File: src/rtl/uart_pkg.sv
// Shared UART definitions: receiver state encoding, default frame geometry
// and helpers that derive counter widths from it.
`timescale 1ns/1ps
package uart_pkg;

    typedef enum logic [2:0] {
        IDLE   = 3'd0,
        START  = 3'd1,
        DATA   = 3'd2,
        PARITY = 3'd3,
        STOP   = 3'd4
    } uart_state_e;

    localparam int UART_OVERSAMPLE_DEF = 16;
    localparam int UART_DATA_BITS_DEF  = 8;

    // Tick counter spans one bit period; the bit index needs one extra bit
    // so it can count all the way to DATA_BITS.
    function automatic int uart_cnt_w(input int oversample);
        return $clog2(oversample);
    endfunction

    function automatic int uart_idx_w(input int data_bits);
        return $clog2(data_bits) + 1;
    endfunction

    localparam int UART_CNT_W_DEF = $clog2(UART_OVERSAMPLE_DEF);
    localparam int UART_IDX_W_DEF = $clog2(UART_DATA_BITS_DEF) + 1;

endpackage

File: src/rtl/uart_sync2.sv
// Two-flop synchroniser for a single asynchronous input, with a selectable
// reset value so idle-high and idle-low lines can both use it.
`timescale 1ns/1ps
module uart_sync2 #(
    parameter logic RESET_VAL = 1'b1
) (
    input  logic clk,
    input  logic reset,
    input  logic d,
    output logic q
);

    logic meta_q;
    logic meta_d;
    logic sync_q;
    logic sync_d;

    always_comb begin
        meta_d = d;
        sync_d = meta_q;
    end

    always_ff @(posedge clk) begin
        if (reset) begin
            meta_q <= RESET_VAL;
            sync_q <= RESET_VAL;
        end else begin
            meta_q <= meta_d;
            sync_q <= sync_d;
        end
    end

    assign q = sync_q;

endmodule

File: src/rtl/uart_rx.sv
// UART receiver with oversampled start detection and mid-bit sampling.
// Define UART_RX_PARITY_EN to expect an even-parity bit before the stop bit.
`timescale 1ns/1ps
module uart_rx
    import uart_pkg::*;
#(
    parameter int OVERSAMPLE = UART_OVERSAMPLE_DEF,
    parameter int DATA_BITS  = UART_DATA_BITS_DEF
) (
    input  logic                 clk,
    input  logic                 reset,
    input  logic                 sample_tick,
    input  logic                 rx,
    output logic [DATA_BITS-1:0] data,
    output logic                 data_valid,
    output logic                 framing_err,
    output logic                 parity_err,
    output logic                 busy
);

    localparam int CNT_W = uart_cnt_w(OVERSAMPLE);
    localparam int IDX_W = uart_idx_w(DATA_BITS);

    localparam logic [CNT_W-1:0] CNT_MID  = CNT_W'(OVERSAMPLE / 2 - 1);
    localparam logic [CNT_W-1:0] CNT_LAST = CNT_W'(OVERSAMPLE - 1);
    localparam logic [IDX_W-1:0] IDX_LAST = IDX_W'(DATA_BITS - 1);

    logic rx_s;

    uart_sync2 #(
        .RESET_VAL (1'b1)
    ) u_sync (
        .clk   (clk),
        .reset (reset),
        .d     (rx),
        .q     (rx_s)
    );

    uart_state_e          state_q, state_d;
    logic [CNT_W-1:0]     cnt_q, cnt_d;
    logic [IDX_W-1:0]     idx_q, idx_d;
    logic [DATA_BITS-1:0] shift_q, shift_d;
    logic [DATA_BITS-1:0] data_q, data_d;
    logic                 data_valid_q, data_valid_d;
    logic                 framing_err_q, framing_err_d;
    logic                 parity_bad;

`ifdef UART_RX_PARITY_EN
    logic parity_bit_q, parity_bit_d;
    logic parity_err_q, parity_err_d;

    // Even parity: the data bits together with the parity bit XOR to zero.
    assign parity_bad = (^shift_q) ^ parity_bit_q;
`else
    assign parity_bad = 1'b0;
`endif

    always_ff @(posedge clk) begin
        if (reset) begin
            state_q       <= IDLE;
            cnt_q         <= '0;
            idx_q         <= '0;
            shift_q       <= '0;
            data_q        <= '0;
            data_valid_q  <= 1'b0;
            framing_err_q <= 1'b0;
`ifdef UART_RX_PARITY_EN
            parity_bit_q  <= 1'b0;
            parity_err_q  <= 1'b0;
`endif
        end else begin
            state_q       <= state_d;
            cnt_q         <= cnt_d;
            idx_q         <= idx_d;
            shift_q       <= shift_d;
            data_q        <= data_d;
            data_valid_q  <= data_valid_d;
            framing_err_q <= framing_err_d;
`ifdef UART_RX_PARITY_EN
            parity_bit_q  <= parity_bit_d;
            parity_err_q  <= parity_err_d;
`endif
        end
    end

    always_comb begin
        state_d       = state_q;
        cnt_d         = cnt_q;
        idx_d         = idx_q;
        shift_d       = shift_q;
        data_d        = data_q;
        data_valid_d  = 1'b0;
        framing_err_d = 1'b0;
`ifdef UART_RX_PARITY_EN
        parity_bit_d  = parity_bit_q;
        parity_err_d  = 1'b0;
`endif

        if (sample_tick) begin
            case (state_q)
                IDLE: begin
                    if (!rx_s) begin
                        state_d = START;
                        cnt_d   = '0;
                    end
                end

                // A start bit that is gone by mid-bit was a glitch.
                START: begin
                    if (cnt_q == CNT_MID) begin
                        if (!rx_s) begin
                            state_d = DATA;
                            cnt_d   = '0;
                            idx_d   = '0;
                        end else begin
                            state_d = IDLE;
                        end
                    end else begin
                        cnt_d = cnt_q + 1'b1;
                    end
                end

                DATA: begin
                    if (cnt_q == CNT_LAST) begin
                        shift_d = {rx_s, shift_q[DATA_BITS-1:1]};
                        cnt_d   = '0;
                        idx_d   = idx_q + 1'b1;
                        if (idx_q == IDX_LAST) begin
`ifdef UART_RX_PARITY_EN
                            state_d = PARITY;
`else
                            state_d = STOP;
`endif
                        end
                    end else begin
                        cnt_d = cnt_q + 1'b1;
                    end
                end

`ifdef UART_RX_PARITY_EN
                PARITY: begin
                    if (cnt_q == CNT_LAST) begin
                        parity_bit_d = rx_s;
                        cnt_d        = '0;
                        state_d      = STOP;
                    end else begin
                        cnt_d = cnt_q + 1'b1;
                    end
                end
`endif

                // Leaving at mid stop bit lets an immediately following
                // start edge be caught without losing half a bit.
                STOP: begin
                    if (cnt_q == CNT_LAST) begin
                        data_d        = shift_q;
                        cnt_d         = '0;
                        state_d       = IDLE;
                        framing_err_d = !rx_s;
                        data_valid_d  = rx_s && !parity_bad;
`ifdef UART_RX_PARITY_EN
                        parity_err_d  = parity_bad;
`endif
                    end else begin
                        cnt_d = cnt_q + 1'b1;
                    end
                end

                default: begin
                    state_d = IDLE;
                end
            endcase
        end
    end

    assign data        = data_q;
    assign data_valid  = data_valid_q;
    assign framing_err = framing_err_q;
    assign busy        = (state_q != IDLE);

`ifdef UART_RX_PARITY_EN
    assign parity_err = parity_err_q;
`else
    assign parity_err = 1'b0;
`endif

endmodule

File: config.mk
export PLATFORM = sky130hd
export DESIGN_NAME = uart_rx
export DESIGN_NICKNAME = d
export VERILOG_FILES = /design/src/rtl/uart_pkg.sv /design/src/rtl/uart_sync2.sv /design/src/rtl/uart_rx.sv
export SDC_FILE = /design/constraint.sdc
export NUM_CORES = 1
export LEC_CHECK = 0
export CORE_UTILIZATION = 41
export CTS_BUF_LIST = sky130_fd_sc_hd__clkbuf_8
export CTS_CLUSTER_SIZE = 14
export DETAILED_ROUTE_END_ITERATION = 10
export PLACE_DENSITY = 0.61
export SLEW_MARGIN = 10
export SYNTH_ARGS = -nofsm -noshare
export SYNTH_HDL_FRONTEND = slang
export SYNTH_HIERARCHICAL = 1
export SYNTH_SLANG_ARGS = --single-unit
File: constraint.sdc
create_clock -name clk -period 4 [get_ports clk]
set_input_delay 0.6 -clock clk [delete_from_list [all_inputs] [get_ports clk]]
set_output_delay 0.6 -clock clk [all_outputs]
set_load 0.03 [all_outputs]
==> reports/metrics.cfg <==
[timing]
finalCriticalPeriod_ns = 2.476
finalHoldViolCount = 0
final-setup-viol-count = 0
fin_skew_ns = 0.003077
rsz0062_at_grt = false
maxSlewViolCount = 0
max_slew_margin_pct = 34.19
holdWs_ns = 0.4133
tightest_slew_ns = 0.9840
finalCritPeriodShare_pct = 61.89
setup_tns_ns = 0
fmax_mhz = 403.9

[power]
powerDensity_nw_per_um2 = 380.7
power.leakage_nw = 0.6716
p_int_w = 0.0005069
irDropWorstVdd_mv = 0.2355
p_sw_share_pct = 22.04
seq_power_share_pct = 48.5
p_sw_w = 0.0001433
power_frac_comb_pct = 4.4
p_clk_share_pct = 47.1

[logic_synthesis]
yosysSeqAreaShare_pct = 43.09
ys_types = 47
syn-cell-area_um2 = 1440
syn_area_per_cell_um2 = 9.475
post-synth-top-count-cell = dfxtp_1
synth-seq-cells = 31
syn_inst = 152
synth_warnings = 6
synth_top_area_share_pct = 43.09
synth_edf_count = 0
synthFlopType = dfxtp_1
yosys.area.top_type = dfxtp_1
synthTopCellsByCount = dfxtp_1 (31), nor2_1 (20), mux2i_1 (19)
synth_area_leaders = dfxtp_1 (43%), mux2i_1 (13%), nor2_1 (5.2%)
synthArstFlopShare_pct = 0
synth_fp_nets = 158

[flow_run]
maxCapViolCount = 0

[routing]
avgRoutedWirePerCell_um = 13.82
vias = 1125
drtIter0Drc = 36
route.detailed.drc = 0
wirelength_um = 2916
viasPerCell = 5.332
firstDrtPassIters = 6
antenna_left = 0

[setup_path]
path_class = reg -> out
r2r_start = state_q[0]$_SDFFE_PP0P_
worstRegToRegCells = 4
reg2reg_to = idx_q[3]$_SDFFE_PP0P_
crit_arrival_ns = 1.88
cp-start-kind = flip-flop
reg2reg_slack_ns = 2.13
worstPathMaxFanout = 15
cp-end-kind = output pin
required_ns = 3.40

[place]
place.gp.congestion = 0.8414
hpwl_um = 2042
port_buffers = 14

[global_routing]
overflow = 0
antenna_found_initial = 0
grt_pass1_wl_um = 4968
grt_max_degree = 31
grt_pass1_vias = 1075
grt_usage_pct = 18.50

[clock_tree]
cts_resized = 0
cts.clk_slew.worst_paths_ns = 0.07
cts_tree = yes
cts-root-buf = clkbuf_8
clock_path_buffers = 2
cts_setup_buffers = 0
clk_latency_ns = 0.28
cts_made_buffers = 5
cts.sinks = 31
cts_hold_buf = 0
h-tree-depth = 2

[final_layout]
area_delta_synth_final_pct = 18.59
fillers = 362
multi_input_area_um2 = 762.0
regArea_um2 = 620.6
num-nets-final = 170
n_antenna_cell = 0
drive_gt1_share_pct = 6.667

[floorplanning]
dieArea_um2 = 3753
die_y_um = 61.27
initial_core_util_pct = 42.82
core_um2 = 3363
io_pins = 16
rows = 21
die_w_um = 61.27

[min_path]
hold_path_class = reg -> reg
hold_start = u_sync/meta_q$_SDFF_PP1_
holdPathStages = 1
hold_path_end = u_sync/q$_SDFF_PP1_

[outcome]
status = completed

## power groups by stage
| stage | clock, W | combinational [W] | sequential (W) |
|---|---|---|---|
| after detailed placement | 0 | 0.0000288 | 0.000322 |
| after floorplan | 0 | 0.0000234 | 0.000319 |
| after CTS | 0.000314 | 0.0000290 | 0.000315 |
| final | 0.000306 | 0.0000288 | 0.000315 |
| after global routing | 0.000326 | 0.0000323 | 0.000316 |
| after global placement | 0 | 0.0000286 | 0.000322 |
## cell type report
cell class                      instances  share of cell area [%]
Clock buffer                            5                   4.029
Multi-Input combinational cell        108                   44.62
Tap cell                               46                   3.370
Timing Repair Buffer                   14                   8.205
Sequential cell                        31                   36.34
Clock inverter                          3                   2.564
Inverter                                4                  0.8791
## layout by cell type, fill, tap and decap left out, types with 3 or more instances in the layout
cell / n
nor2_1: 20
and4b_1: 3
nor3_1: 4
clkbuf_8: 5
nand2b_1: 4
mux2i_1: 19
o211ai_1: 3
a21oi_1: 3
xor2_1: 3
inv_1: 3
dfxtp_1: 31
clkdlybuf4s50_1: 14
nand2_1: 8
nand3_1: 3
## worst max-delay path: stages, from the launching register on
cell and delay, ns:
dfxtp_1 0.67, nor3_1 0.13, inv_1 0.12, clkdlybuf4s50_1 0.67
## logic make-up after synthesis
family	count (synthesis)	share of synthesized area, %
other	1	0.2604
flip-flops	31	43.09
multiplexers	19	13.21
buffers and inverters	13	3.996
adder cells (fa/ha/maj)	3	2.519
XOR/XNOR	3	1.825
AND/OR/NAND/NOR	58	22.68
AO/OA/AOI/OAI	24	12.43
## routing by layer
| layer | part of all wire [%] | GRT usage (%) |
|---|---|---|
| met1 | 47 | 23.70 |
| met2 | 49 | 29.35 |
| met3 | 2.5 | 4.412 |
| met4 | 1.4 | 8.766 |
| met5 | 0 | 0 |
## registers in the layout, summed over array words and instances (netlist names), 3 cells and up
name and flops:
data 8, idx_q 4, state_q 3, cnt_q 4, shift_q 8
## worst max path at each step
stage,from,endpoint,cells past startpoint
finish,state_q[1]$_SDFFE_PP0P_,busy,3
floorplan,reset,cnt_q[1]$_SDFFE_PP0P_,5
CTS,state_q[1]$_SDFFE_PP0P_,busy,3
global placement,reset,cnt_q[0]$_SDFFE_PP0P_,4
global route,reset,cnt_q[0]$_SDFFE_PP0P_,4
detailed placement,reset,cnt_q[0]$_SDFFE_PP0P_,4
## per-stage QoR
stage	setup WS (ns)	util [%]	power, W	instances	cell area, µm²
floorplan	2.462	-	0.0003423	152	1440
global placement	1.325	47.43	0.0003506	203	1595
detailed placement	1.268	47.43	0.0003510	203	1595
CTS	1.537	50.78	0.0006579	211	1708
global route	1.371	50.78	0.0006740	211	1708
finish	1.524	50.78	0.0006502	211	1708
Note: power is estimated with default switching activity, not from simulation.
